--- config.mk ---
export PLATFORM = sky130hd
export DESIGN_NAME = slave_port
export DESIGN_NICKNAME = d
export VERILOG_FILES = /design/src/rtl/bus_pkg.sv /design/src/rtl/slave_port.sv
export SDC_FILE = /design/constraint.sdc
export NUM_CORES = 1
export LEC_CHECK = 0
export ABC_CLOCK_PERIOD_IN_PS = 2100
export CAP_MARGIN = 5
export CELL_PAD_IN_SITES_DETAIL_PLACEMENT = 0
export CELL_PAD_IN_SITES_GLOBAL_PLACEMENT = 1
export CORE_MARGIN = 1.5
export CORE_UTILIZATION = 41
export CTS_BUF_LIST = sky130_fd_sc_hd__clkbuf_4
export CTS_CLUSTER_DIAMETER = 30
export CTS_CLUSTER_SIZE = 24
export DETAILED_ROUTE_END_ITERATION = 10
export PLACE_DENSITY = 0.94
export RECOVER_POWER = 50
export SLEW_MARGIN = 10
export SYNTH_ARGS = -nofsm -noshare
export SYNTH_HDL_FRONTEND = slang
export SYNTH_SLANG_ARGS = --single-unit
--- constraint.sdc ---
create_clock -name clk -period 2.1 [get_ports clk]
set_clock_uncertainty 0.2 [all_clocks]
set_input_delay 0.21 -clock clk [delete_from_list [all_inputs] [get_ports clk]]
set_output_delay 0.21 -clock clk [all_outputs]
set_load 0.05 [all_outputs]
--- src/rtl/bus_pkg.sv ---
// Shared serial-bus definitions: field widths and the responder state encoding.
package bus_pkg;

    localparam int BUS_ADDR_BITS = 16;
    localparam int BUS_DATA_BITS = 8;

    typedef enum logic [2:0] {
        ST_IDLE,
        ST_ADDR,
        ST_WDATA,
        ST_WRITE,
        ST_RD_REQ,
        ST_RD_WAIT,
        ST_RD_DATA
    } slave_state_e;

endpackage

--- src/rtl/slave_port.sv ---
// Responder end of the serial system bus: deserializes address/write data,
// drives one local write or read, and serializes read data back with split.
module slave_port
    import bus_pkg::*;
#(
    parameter int ADDR_WIDTH   = 12,
    parameter int SPLIT_THRESH = 4
) (
    input  logic                     clk,
    input  logic                     rstn,
    input  logic                     mode,
    input  logic                     wr_bus,
    input  logic                     master_valid,
    output logic                     slave_ready,
    output logic                     rd_bus,
    output logic                     slave_valid,
    input  logic                     master_ready,
    output logic                     split,
    output logic [ADDR_WIDTH-1:0]    s_addr,
    output logic [BUS_DATA_BITS-1:0] s_wr_data,
    output logic                     s_wr_en,
    output logic                     s_rd_en,
    input  logic [BUS_DATA_BITS-1:0] s_rd_data,
    input  logic                     s_rd_valid
);

    localparam logic [3:0] ADDR_LAST  = 4'(BUS_ADDR_BITS - 1);
    localparam logic [3:0] DATA_LAST  = 4'(BUS_DATA_BITS - 1);
    localparam logic [3:0] THRESH_M1  = 4'(SPLIT_THRESH - 1);
    localparam logic [3:0] WAIT_MAX   = 4'hF;

    slave_state_e state, state_d;

    logic [3:0]               bit_cnt;
    logic [3:0]               wait_cnt;
    logic [ADDR_WIDTH-1:0]    addr_sr;
    logic [BUS_DATA_BITS-1:0] data_sr;
    logic [BUS_DATA_BITS-1:0] rd_sr;
    logic                     split_d;
    logic                     in_xfer;
    logic                     out_xfer;

    assign s_addr    = addr_sr;
    assign s_wr_data = data_sr;
    assign in_xfer   = master_valid & slave_ready;
    assign out_xfer  = slave_valid & master_ready;

    always_comb begin
        state_d     = state;
        slave_ready = 1'b0;
        slave_valid = 1'b0;
        rd_bus      = 1'b0;
        s_wr_en     = 1'b0;
        s_rd_en     = 1'b0;
        case (state)
            ST_IDLE: begin
                slave_ready = 1'b1;
                if (master_valid) state_d = ST_ADDR;
            end
            ST_ADDR: begin
                slave_ready = 1'b1;
                if (!master_valid)
                    state_d = ST_IDLE;
                else if (bit_cnt == ADDR_LAST)
                    state_d = mode ? ST_WDATA : ST_RD_REQ;
            end
            ST_WDATA: begin
                slave_ready = 1'b1;
                if (!master_valid)
                    state_d = ST_IDLE;
                else if (bit_cnt == DATA_LAST)
                    state_d = ST_WRITE;
            end
            ST_WRITE: begin
                s_wr_en = 1'b1;
                state_d = ST_IDLE;
            end
            ST_RD_REQ: begin
                s_rd_en = 1'b1;
                state_d = ST_RD_WAIT;
            end
            ST_RD_WAIT: begin
                if (s_rd_valid) state_d = ST_RD_DATA;
            end
            ST_RD_DATA: begin
                slave_valid = 1'b1;
                rd_bus      = rd_sr[BUS_DATA_BITS-1];
                if (master_ready && bit_cnt == DATA_LAST) state_d = ST_IDLE;
            end
            default: state_d = ST_IDLE;
        endcase
    end

    // wait_cnt counts from the s_rd_en cycle, so split registers high
    // exactly SPLIT_THRESH cycles after the request and drops on capture.
    assign split_d = ((state == ST_RD_REQ) || (state == ST_RD_WAIT && !s_rd_valid))
                     && (wait_cnt >= THRESH_M1);

    always_ff @(posedge clk or negedge rstn) begin
        if (!rstn) begin
            state    <= ST_IDLE;
            bit_cnt  <= '0;
            wait_cnt <= '0;
            addr_sr  <= '0;
            data_sr  <= '0;
            rd_sr    <= '0;
            split    <= 1'b0;
        end else begin
            state <= state_d;
            split <= split_d;

            if (state_d != state)
                bit_cnt <= (state == ST_IDLE) ? 4'd1 : 4'd0;
            else if (((state == ST_ADDR || state == ST_WDATA) && in_xfer) || out_xfer)
                bit_cnt <= bit_cnt + 4'd1;

            if (state == ST_RD_REQ || state == ST_RD_WAIT) begin
                if (wait_cnt != WAIT_MAX) wait_cnt <= wait_cnt + 4'd1;
            end else begin
                wait_cnt <= '0;
            end

            // Only the local address bits are kept; upper bus bits shift out.
            if ((state == ST_IDLE || state == ST_ADDR) && in_xfer)
                addr_sr <= {addr_sr[ADDR_WIDTH-2:0], wr_bus};

            if (state == ST_WDATA && in_xfer)
                data_sr <= {data_sr[BUS_DATA_BITS-2:0], wr_bus};

            if (state == ST_RD_WAIT && s_rd_valid)
                rd_sr <= s_rd_data;
            else if (out_xfer)
                rd_sr <= {rd_sr[BUS_DATA_BITS-2:0], 1'b0};
        end
    end

endmodule

Word-level counts from Yosys, hierarchy flattened
Index checks and enable logic that the tools add are counted.
{ "word_totals": {"regBits": 40, "latch_bits": 0, "ram_bits": 0, "romBits": 0, "in_bits": 15, "output_inout_bits": 26, "word_cells": 61, "memories": 0} }
{ "op_classes": {"add_sub_neg": 2, "mul": 0, "div": 0, "n_lt_le_gt_ge": 1, "eq_ne": 11, "shift": 0, "mux": 21, "bitwise": 2, "reduce_logical": 17} }
{ "op_table": {"columns": ["cell", "count"], "rows": [
  ["2-to-1 mux 3 bit", 8],
  ["one-hot mux 3 bit (6 select lines)", 1],
  ["2-to-1 mux 4 bit", 4],
  ["2-to-1 mux 8 bit", 2],
  ["== test 3 bit (second input constant)", 3],
  ["adder 4 x 1 -> 4 bit (second input constant)", 2],
  ["logical AND 1 bit", 7],
  ["== test 3 x 2 -> 1 bit (second input constant)", 2],
  ["2-to-1 mux 1 bit", 6],
  ["logical OR 1 bit", 5],
  ["== test 4 x 3 -> 1 bit (second input constant)", 1],
  ["== test 4 bit (second input constant)", 1],
  [">= comparator 4 x 2 -> 1 bit (second input constant)", 1],
  ["inequality test 4 bit (second input constant)", 1],
  ["nonzero test 2 bit", 2],
  ["== test 3 x 1 -> 1 bit (second input constant)", 1],
  ["logical NOT 3 bit", 1],
  ["inequality test 3 bit", 1],
  ["OR reduction 3 bit", 1],
  ["AND 1 bit", 2],
  ["inequality test 2 x 1 -> 1 bit (second input constant)", 1],
  ["logical NOT 1 bit", 1]
]} }

Logic depth before layout (Yosys ltp)
Gate-level depths: netlist of run 1.
{ "depth": {"ltp_word": 8, "mapped_depth": 7, "mapped_depth_nobuf": 6} }

Worst setup path after synthesis of run 1
Ideal clock, no wire load.
{ "synth_timing": {"kind": "register -> register", "start": "register state[0]", "end": "register bit_cnt[2]", "setup_ns": 0.127, "arrival_ns": 1.572, "required_time_ns": 1.773, "slack_ns": 0.201, "path_stages_with_launch": 8, "n_path_buf": 2, "period_less_slack_ns": 1.899, "path_cell_list": "dfrtp_1 -> buf_6 -> nor4bb_1 -> buf_4 -> a221oi_2 -> or2_4 -> a211oi_2 -> nor2_1"} }
{ "synth_between": {"elab_chain_len": 7, "elab_cells_between_ends": 25, "cone_classes": "eq/ne: 6; mux: 11; bitwise: 2; reduce/logical: 6"} }
{ "synth_rtl": {"columns": ["item", "line_no", "text"], "rows": [
  ["start: declaration", "slave_port.sv:32", "slave_state_e state, state_d;"],
  ["start signal: assignment", "slave_port.sv:109", "state <= state_d;"],
  ["== test 3 x 1 -> 1 bit (tied with other cells)", "slave_port.sv:55, slave_port.sv:114", null],
  ["OR reduction 3 bit (no line)", null, null],
  ["2-to-1 mux 1 bit", "slave_port.sv:55", "case (state)"],
  ["AND 1 bit", "slave_port.sv:45", "assign in_xfer = master_valid & slave_ready;"],
  ["logical AND 1 bit", "slave_port.sv:114", "else if (((state == ST_ADDR || state == ST_WDATA) && in_xfer) || out_xfer)"],
  ["logical OR 1 bit", "slave_port.sv:114", null],
  ["nonzero test 2 bit (no line)", null, null],
  ["end signal: assignment", "slave_port.sv:113", "bit_cnt <= (state == ST_IDLE) ? 4'd1 : 4'd0;"],
  ["end signal: assignment", "slave_port.sv:115", "bit_cnt <= bit_cnt + 4'd1;"],
  ["end: declaration", "slave_port.sv:34", "logic [3:0] bit_cnt;"]
]} }
Parallel ways exist; a longest one is shown, timed or not.
A chain may end at the register's enable or synchronous reset.

Worst setup path after layout of run 1
{ "layout_timing": {"start": "register state[1]", "end": "register bit_cnt[2]"} }
The elaborated chain is that of the path after synthesis.

==> out/qor.csv, run 1 <==
stage,metric,value,unit
grt,grt ovf,0,
grt,aggregate global-route resource usage,16.1,%
clock_network,CTS tree,done,
power,Static Leak,1.12,nW
synthesis,XOR/XNOR share of the synthesized area,1.86,%
floorplan,die width,70.7,um
sta,fin crit period,1.98,ns
synthesis,Yosys top cell by area,dfrtp_1,
floorplan,Die ar.,5000,um2
finish,Final Core Density,57.1,%
sta,Final setup viols,0,
job,max-cap violations,0,
grt,antenna violations before repair,0,
floorplan,Vert. Die Dim,70.7,um
finish,fill count,389,
sta,Least-Margin Pin Slew,1.20,ns
worst_setup_path,nature of the critical path endpoint,flop,
synthesis,main combinational cell family by area after synthesis,simple AND/OR/NAND/NOR gates,
synthesis,Yosys warnings,0,
floorplan,core area,4380,um2
routing,Wirelength per Cell,13.5,um
clock_network,CTS H-tree depth,2,
sta,ratio of final minimum period to clock period,94.5,%
worst_setup_path,Worst Setup Start Kind,flop,
power,PwrDens,766,nW/um2
floorplan,row count,24,
sta,Slew HR,20.3,%
placement,Post-DP HPWL,2780,um
placement,Buffers on Ports,40,
sta,RSZ-0062 raised after global routing,no,
finish,ant diodes,0,
finish,multi-input logic area,817,um2
synthesis,Mapped Cells,167,
worst_setup_path,Worst EP required,2.13,ns
worst_setup_path,crit-path max FO,6,
clock_network,clock sink total,40,
placement,DP Area,2450,um2
sta,"Hold Vio Cnt, Final",0,
sta,"Slew Viols, Final",0,
grt,largest net degree at the start of global routing,23,
synthesis,compound-cell area share of the yosys netlist,9.84,%
finish,"commonest non-fill, non-tap cell in the layout",dfrtp_1,
sta,Hold Slack,0.230,ns
synthesis,top cell type's share of synthesized area,53.2,%
grt,first-pass GRT wire length,6260,um
sta,Max Fclk,504,MHz
synthesis,register bit total from synthesis,40,
floorplan,IO Count,41,
synthesis,synth top area cells,"dfrtp_1 (53%), mux2_2 (12%), nand2_1 (3.8%), nor2_1 (2.8%), nand3_1 (2.4%)",
clock_network,root buffer selected by CTS,clkbuf_4,
sta,Final WS setup,0.115,ns
synthesis,syn avg cell area,11.3,um2
clock_network,Post-CTS Setup Bufs,0,
finish,Final nets,240,
sta,setup_tns,0,ns
placement,pre-CTS setup slack,-0.0666,ns
routing,vias per cell,5.19,
routing,Antenna Violating Nets Remaining,0,
routing,vias,1428,
clock_network,CTS Buffer Depth,2,
synthesis,"Distinct cells, synth",41,
finish,synthesis-to-layout area growth,33.0,%
finish,share of cells above drive strength 1,25.6,%
synthesis,sequential fraction of the synthesis area,53.2,%
status,status,"complete, no violations",
synthesis,post-synthesis adder-cell area fraction,1.33,%
power,peak supply drop,0.684,mV
finish,final instance area,2500,um2
synthesis,multiplexer share of the synthesized area,13.8,%
clock_network,clock transition at the registers of the reported paths,0.11,ns
grt,vias in the first global route,1358,
routing,DRC,0,
finish,most frequent cells in the layout,"dfrtp_1 (38), clkdlybuf4s50_1 (34), mux2_2 (20), nand2_1 (18), nor2_1 (14)",
routing,1st-iter DRT viols,77,
placement,placer congestion estimate,0.832,
routing,First-pass DRT Iterations,4,
min_path,Hold Path Class,input port to flop,
worst_setup_path,flop2flop setup slack,0.12,ns
worst_setup_path,critical path class,flop to flop,
clock_network,Num CTS Buffers,5,
synthesis,synthesized area,1880,um2
synthesis,syn nets,184,
routing,Routed WL,3710,um
worst_setup_path,worst path arrival time,2.01,ns
finish,storage element area,1000,um2
clock_network,later-pin clock latency in the skew report,0.33,ns
synthesis,Simple-Gate Fraction of Synth Area,16.2,%
floorplan,Initial Utilization,42.9,%
-- worst paths after layout --
path | startpoint | end | depth (start not counted)
hold reg to reg | s_addr[11]$_DFFE_PN0P_ | s_addr[11]$_DFFE_PN0P_ | 1
setup / recovery | state[1]$_DFF_PN0_ | bit_cnt[2]$_DFFE_PN0P_ | 7
setup reg to reg | state[1]$_DFF_PN0_ | bit_cnt[2]$_DFFE_PN0P_ | 7
max in group asynchronous | rstn | state[0]$_DFF_PN0_ | 3
min in group asynchronous | rstn | rd_sr[7]$_DFFE_PN0P_ | 2
hold / removal | s_rd_data[2] | rd_sr[2]$_DFFE_PN0P_ | 3
-- worst max-delay path, stage by stage (launching register included) --
cell and delay (ns):
dfrtp_1 0.46, buf_4 0.18, nor3b_4 0.25, buf_12 0.15, a221oi_2 0.04, or2_4 0.28
a211oi_2 0.24, nor2_1 0.08
-- layout make-up --
cell class | instances | area share, %
inverter | 5 | 0.750
sequential | 40 | 40.1
tap | 52 | 2.60
clock inverter | 1 | 0.200
multi-input combinational | 114 | 32.7
clock buffer | 6 | 1.80
timing repair buffer | 57 | 21.9
-- metrics by stage --
stage	power (W)	instances
floorplan	0.00133	167
CTS	0.00195	275
detailed placement	0.00157	267
finish	0.00192	275
global route	0.00202	275
global placement	0.00156	267
-- report_power, final --
| part | switching (W) | total [W] | internal [W] |
|---|---|---|---|
| registers | 0.0000624 | 0.000918 | 0.000856 |
| clock network | 0.000229 | 0.000365 | 0.000136 |
| logic | 0.000389 | 0.000633 | 0.000244 |
-- state kept, by name, indices dropped and copies added (netlist names) --
| signal | count |
|---|---|
| s_addr | 12 |
| rd_sr | 8 |
| s_wr_data | 8 |
| bit_cnt | 4 |
| wait_cnt | 4 |
| state | 3 |
| split | 1 |
-- cell families after synthesis --
logic type / Yosys count
flops: 40
compound gates: 26
mux: 23
buf+inv: 13
simple gates: 59
xor+xnor: 4
fa+ha+maj: 2
-- metal layers --
layer	track usage, %	vias up	routed length (um)
li1	-	707	-
met1	22.4	682	1790
met2	23.7	33	1680
met3	4.56	6	173
met4	7.13	0	70
met5	0	-	0
-- synth_stat cells --
cell and instances:
ha_1 2, nor2b_1 2, a311oi_1 1, a211oi_1 1, xnor2_1 3, dfrtp_1 40, mux2_4 1, a211oi_2 1
nand3_1 9, o21ai_0 4, or2_4 1, a221oi_1 1, a22o_1 1, a221oi_2 1, nor4bb_1 1, nor4b_1 1
nand4b_1 1, xor2_1 1, nor3b_4 1, nor3_1 1, inv_1 5, and3_1 1, a41oi_1 1, buf_4 1
clkbuf_1 2, and4b_1 1, nand4_1 2, nor3b_1 2, buf_6 2, nand2_1 19, buf_2 3, a21oi_1 5
a31oi_1 6, nor2_1 14, mux2i_1 2, o21a_1 2, mux2_2 20, nand2b_1 1, a22oi_1 1, o311a_1 1
and2_1 2
-- what timing repair did --
action,4_1_cts,5_1_grt
setup endpoints to repair,0,13
gates resized for setup,0,5
hold endpoints to repair,20,0
hold buffers,1,0
(Power assumes the default switching activity.)
==> run 2, diff against run 1 <==
--- a/config.mk
+++ b/config.mk
@@ -5,6 +5,7 @@
 export SDC_FILE = /design/constraint.sdc
 export NUM_CORES = 1
 export LEC_CHECK = 0
+export ABC_AREA = 0
 export ABC_CLOCK_PERIOD_IN_PS = 2100
 export CAP_MARGIN = 5
 export CELL_PAD_IN_SITES_DETAIL_PLACEMENT = 0
@@ -16,7 +17,7 @@
 export CTS_CLUSTER_SIZE = 24
 export DETAILED_ROUTE_END_ITERATION = 10
 export PLACE_DENSITY = 0.94
-export RECOVER_POWER = 50
+export RECOVER_POWER = 100
 export SLEW_MARGIN = 10
 export SYNTH_ARGS = -nofsm -noshare
 export SYNTH_HDL_FRONTEND = slang
==> run 2 against run 1 <==
Against the previous run:
- design area is 1.4% lower
- die area stayed put
- cell count stayed put
- sequential power hardly changed
- clock power hardly changed
- critical path depth is 6 lower
- global-route usage stayed put
- fmax is 1.2% lower
- via count is 0.91% lower
- count of clock-buffer cells in the layout stayed put
- flip-flop and latch count stayed put
- non-clock buffer count stayed put
- largest cell class unchanged
==> out/qor.csv, run 2 (same netlist as run 1, synthesis figures left out) <==
stage,metric,value,unit,change
finish,synthesis-to-layout area growth,31.1,%,
routing,uppermost routed layer,met4,,
worst_setup_path,critical path's slowest cell,dlygate4sd3_1,,
worst_setup_path,Worst Setup Start Kind,flop,,
min_path,Hold Path Class,input port to flop,,
finish,ant diodes,0,,unchanged
grt,largest net degree at the start of global routing,23,,unchanged
placement,Buffers on Ports,40,,unchanged
min_path,hold depth,3,,unchanged
power,switch share,35.7,%,+0.25 points
finish,max FFs per register,12,,unchanged
sta,"Hold Vio Cnt, Final",0,,unchanged
finish,Final Core Density,56.3,%,-0.80 points
routing,vias per cell,5.15,,-0.91%
worst_setup_path,flop2flop setup slack,0.09,ns,-0.02 ns
min_path,HP Start,s_rd_data[5],,
grt,antenna violations before repair,0,,unchanged
clock_network,CTS tree,done,,
worst_setup_path,Critical R2R Launch,state[1]$_DFF_PN0_,,
power,peak supply drop,0.682,mV,-0.21%
clock_network,CTS Buffer Depth,2,,unchanged
routing,1st-iter DRT viols,77,,unchanged
power,Pwr Total,0.00190,W,-0.86%
routing,Wirelength per Cell,13.6,um,+0.59%
finish,most frequent cells in the layout,"dfrtp_1 (38), clkdlybuf4s50_1 (25), mux2_2 (20), nand2_1 (18), nor2_1 (14)",,
power,Int Power,0.00122,W,-1.2%
routing,met2 WL,1680,um,about the same
sta,Least-Margin Pin Slew,1.19,ns,-0.00493 ns
job,max-cap violations,0,,unchanged
worst_setup_path,R2R cell count,5,,-2
worst_setup_path,critical path class,flop to primary output,,
clock_network,root buffer selected by CTS,clkbuf_4,,
clock_network,clock transition at the registers of the reported paths,0.11,ns,about the same
worst_setup_path,Buffers & Inverters on Critical Path,1,,-1
power,Seq pwr share,48.2,%,+0.3 points
finish,share of cells above drive strength 1,25.6,%,unchanged
finish,Final nets,240,,unchanged
clock_network,later-pin clock latency in the skew report,0.33,ns,about the same
placement,pre-CTS setup slack,-0.0666,ns,unchanged
placement,placed cell count,267,,unchanged
worst_setup_path,reg-to-reg endpoint,s_addr[9]$_DFFE_PN0P_,,
grt,vias in the first global route,1358,,unchanged
routing,Routed WL,3730,um,+0.59%
clock_network,Num CTS Buffers,5,,unchanged
clock_network,clock sink total,40,,unchanged
sta,Slew HR,20.6,%,+0.33 points
grt,aggregate global-route resource usage,16.1,%,unchanged
worst_setup_path,Crit path depth,1,,-6
finish,non-filler instance count after layout,275,,unchanged
sta,fin crit period,2.01,ns,+0.0243 ns
floorplan,die width,70.7,um,unchanged
sta,Final setup viols,0,,unchanged
placement,Post-DP HPWL,2780,um,unchanged
placement,placer congestion estimate,0.832,,unchanged
sta,Final WS setup,0.0911,ns,-0.0243 ns
worst_setup_path,nature of the critical path endpoint,primary output,,
routing,met1 WL,1810,um,+1.5%
sta,Max Fclk,498,MHz,-1.2%
floorplan,Initial Utilization,42.9,%,unchanged
routing,Antenna Violating Nets Remaining,0,,unchanged
worst_setup_path,worst path arrival time,1.60,ns,-0.41 ns
floorplan,row count,24,,unchanged
power,Static Leak,1.13,nW,+0.83%
worst_setup_path,crit-path max FO,3,,-3
floorplan,IO Count,41,,unchanged
routing,First-pass DRT Iterations,4,,unchanged
routing,DRC,0,,unchanged
sta,RSZ-0062 raised after global routing,no,,
worst_setup_path,CP max stage delay,0.88,ns,+0.42 ns
floorplan,core area,4380,um2,unchanged
grt,grt ovf,0,,unchanged
worst_setup_path,Worst EP required,1.69,ns,-0.44 ns
status,status,"complete, no violations",,
power,Net Sw Power,0.000679,W,-0.17%
min_path,hold endpoint,rd_sr[5]$_DFFE_PN0P_,,
routing,Met3 Wirelength,170,um,-1.7%
clock_network,Post-CTS Setup Bufs,0,,unchanged
floorplan,Vert. Die Dim,70.7,um,unchanged
worst_setup_path,critical-path cell list,dlygate4sd3_1,,
routing,vias,1415,,-0.91%
sta,"Slew Viols, Final",0,,unchanged
grt,first-pass GRT wire length,6260,um,unchanged
power,PwrDens,770,nW/um2,+0.55%
power,Logic pwr share,32.5,%,-0.5 points
power,clock power share,19.2,%,+0.2 points
floorplan,Die ar.,5000,um2,unchanged
sta,ratio of final minimum period to clock period,95.7,%,+1.2 points
clock_network,CTS H-tree depth,2,,unchanged
finish,"commonest non-fill, non-tap cell in the layout",dfrtp_1,,
worst_setup_path,CP top delay family,buffers and inverters,,
[run 2: changes by cell type in the layout (fill, tap and decap cells not counted), sizes merged]
cell           delta
clkdlybuf4s50     -9
buf               -3
dlygate4sd3       +9
clkbuf            +3
[run 2: per-stage QoR]
step	hold WS (ns)	setup TNS, ns	instance area, um2
6_report	0.230	0	2470
5_1_grt	0.223	0	2470
3_5_place_dp	0.000305	-0.202	2450
2_1_floorplan	-0.286	0	1880
3_3_place_gp	-0.000202	-0.161	2450
4_1_cts	0.155	0	2510
[run 2: final cells by class]
| class | instances | area, um2 |
|---|---|---|
| Timing Repair Buffer | 57 | 513 |
| Clock buffer | 6 | 45.0 |
| Sequential cell | 40 | 1000 |
| Tap cell | 52 | 65.1 |
| Clock inverter | 1 | 5.00 |
| Inverter | 5 | 18.8 |
| Multi-Input combinational cell | 114 | 817 |
| Fill cell | 394 | 1920 |
[run 2: how the worst max path moves through the flow]
| stage | from | endpoint | slack, ns |
|---|---|---|---|
| finish | s_addr[5]$_DFFE_PN0P_ | s_addr[5] | 0.09 |
| global route | bit_cnt[0]$_DFFE_PN0P_ | bit_cnt[1]$_DFFE_PN0P_ | 0.01 |
| CTS | state[0]$_DFF_PN0_ | rd_bus | 0.06 |
| detailed placement | master_valid | bit_cnt[2]$_DFFE_PN0P_ | -0.07 |
| global placement | master_valid | bit_cnt[2]$_DFFE_PN0P_ | -0.05 |
| floorplan | state[0]$_DFF_PN0_ | bit_cnt[2]$_DFFE_PN0P_ | 0.20 |
[run 2: what timing repair did]
action	CTS	global route
endpoints found under the hold margin	20	0
setup endpoints to repair	0	13
gates resized for setup	0	5
hold buffers	1	0
[run 2: routing by layer]
layer / GRT usage (%) / vias up
met5: 0 / -
met4: 7.13 / 0
met3: 4.56 / 6
met2: 23.7 / 32
met1: 22.4 / 672
li1: - / 705
[run 2: power groups by stage]
stage / combinational (W) / sequential [W] / clock [W]
after global routing: 0.000641 / 0.000932 / 0.000429
after CTS: 0.000640 / 0.000920 / 0.000388
after global placement: 0.000632 / 0.000931 / 0
final: 0.000618 / 0.000916 / 0.000366
after floorplan: 0.000114 / 0.00121 / 0
after detailed placement: 0.000636 / 0.000933 / 0
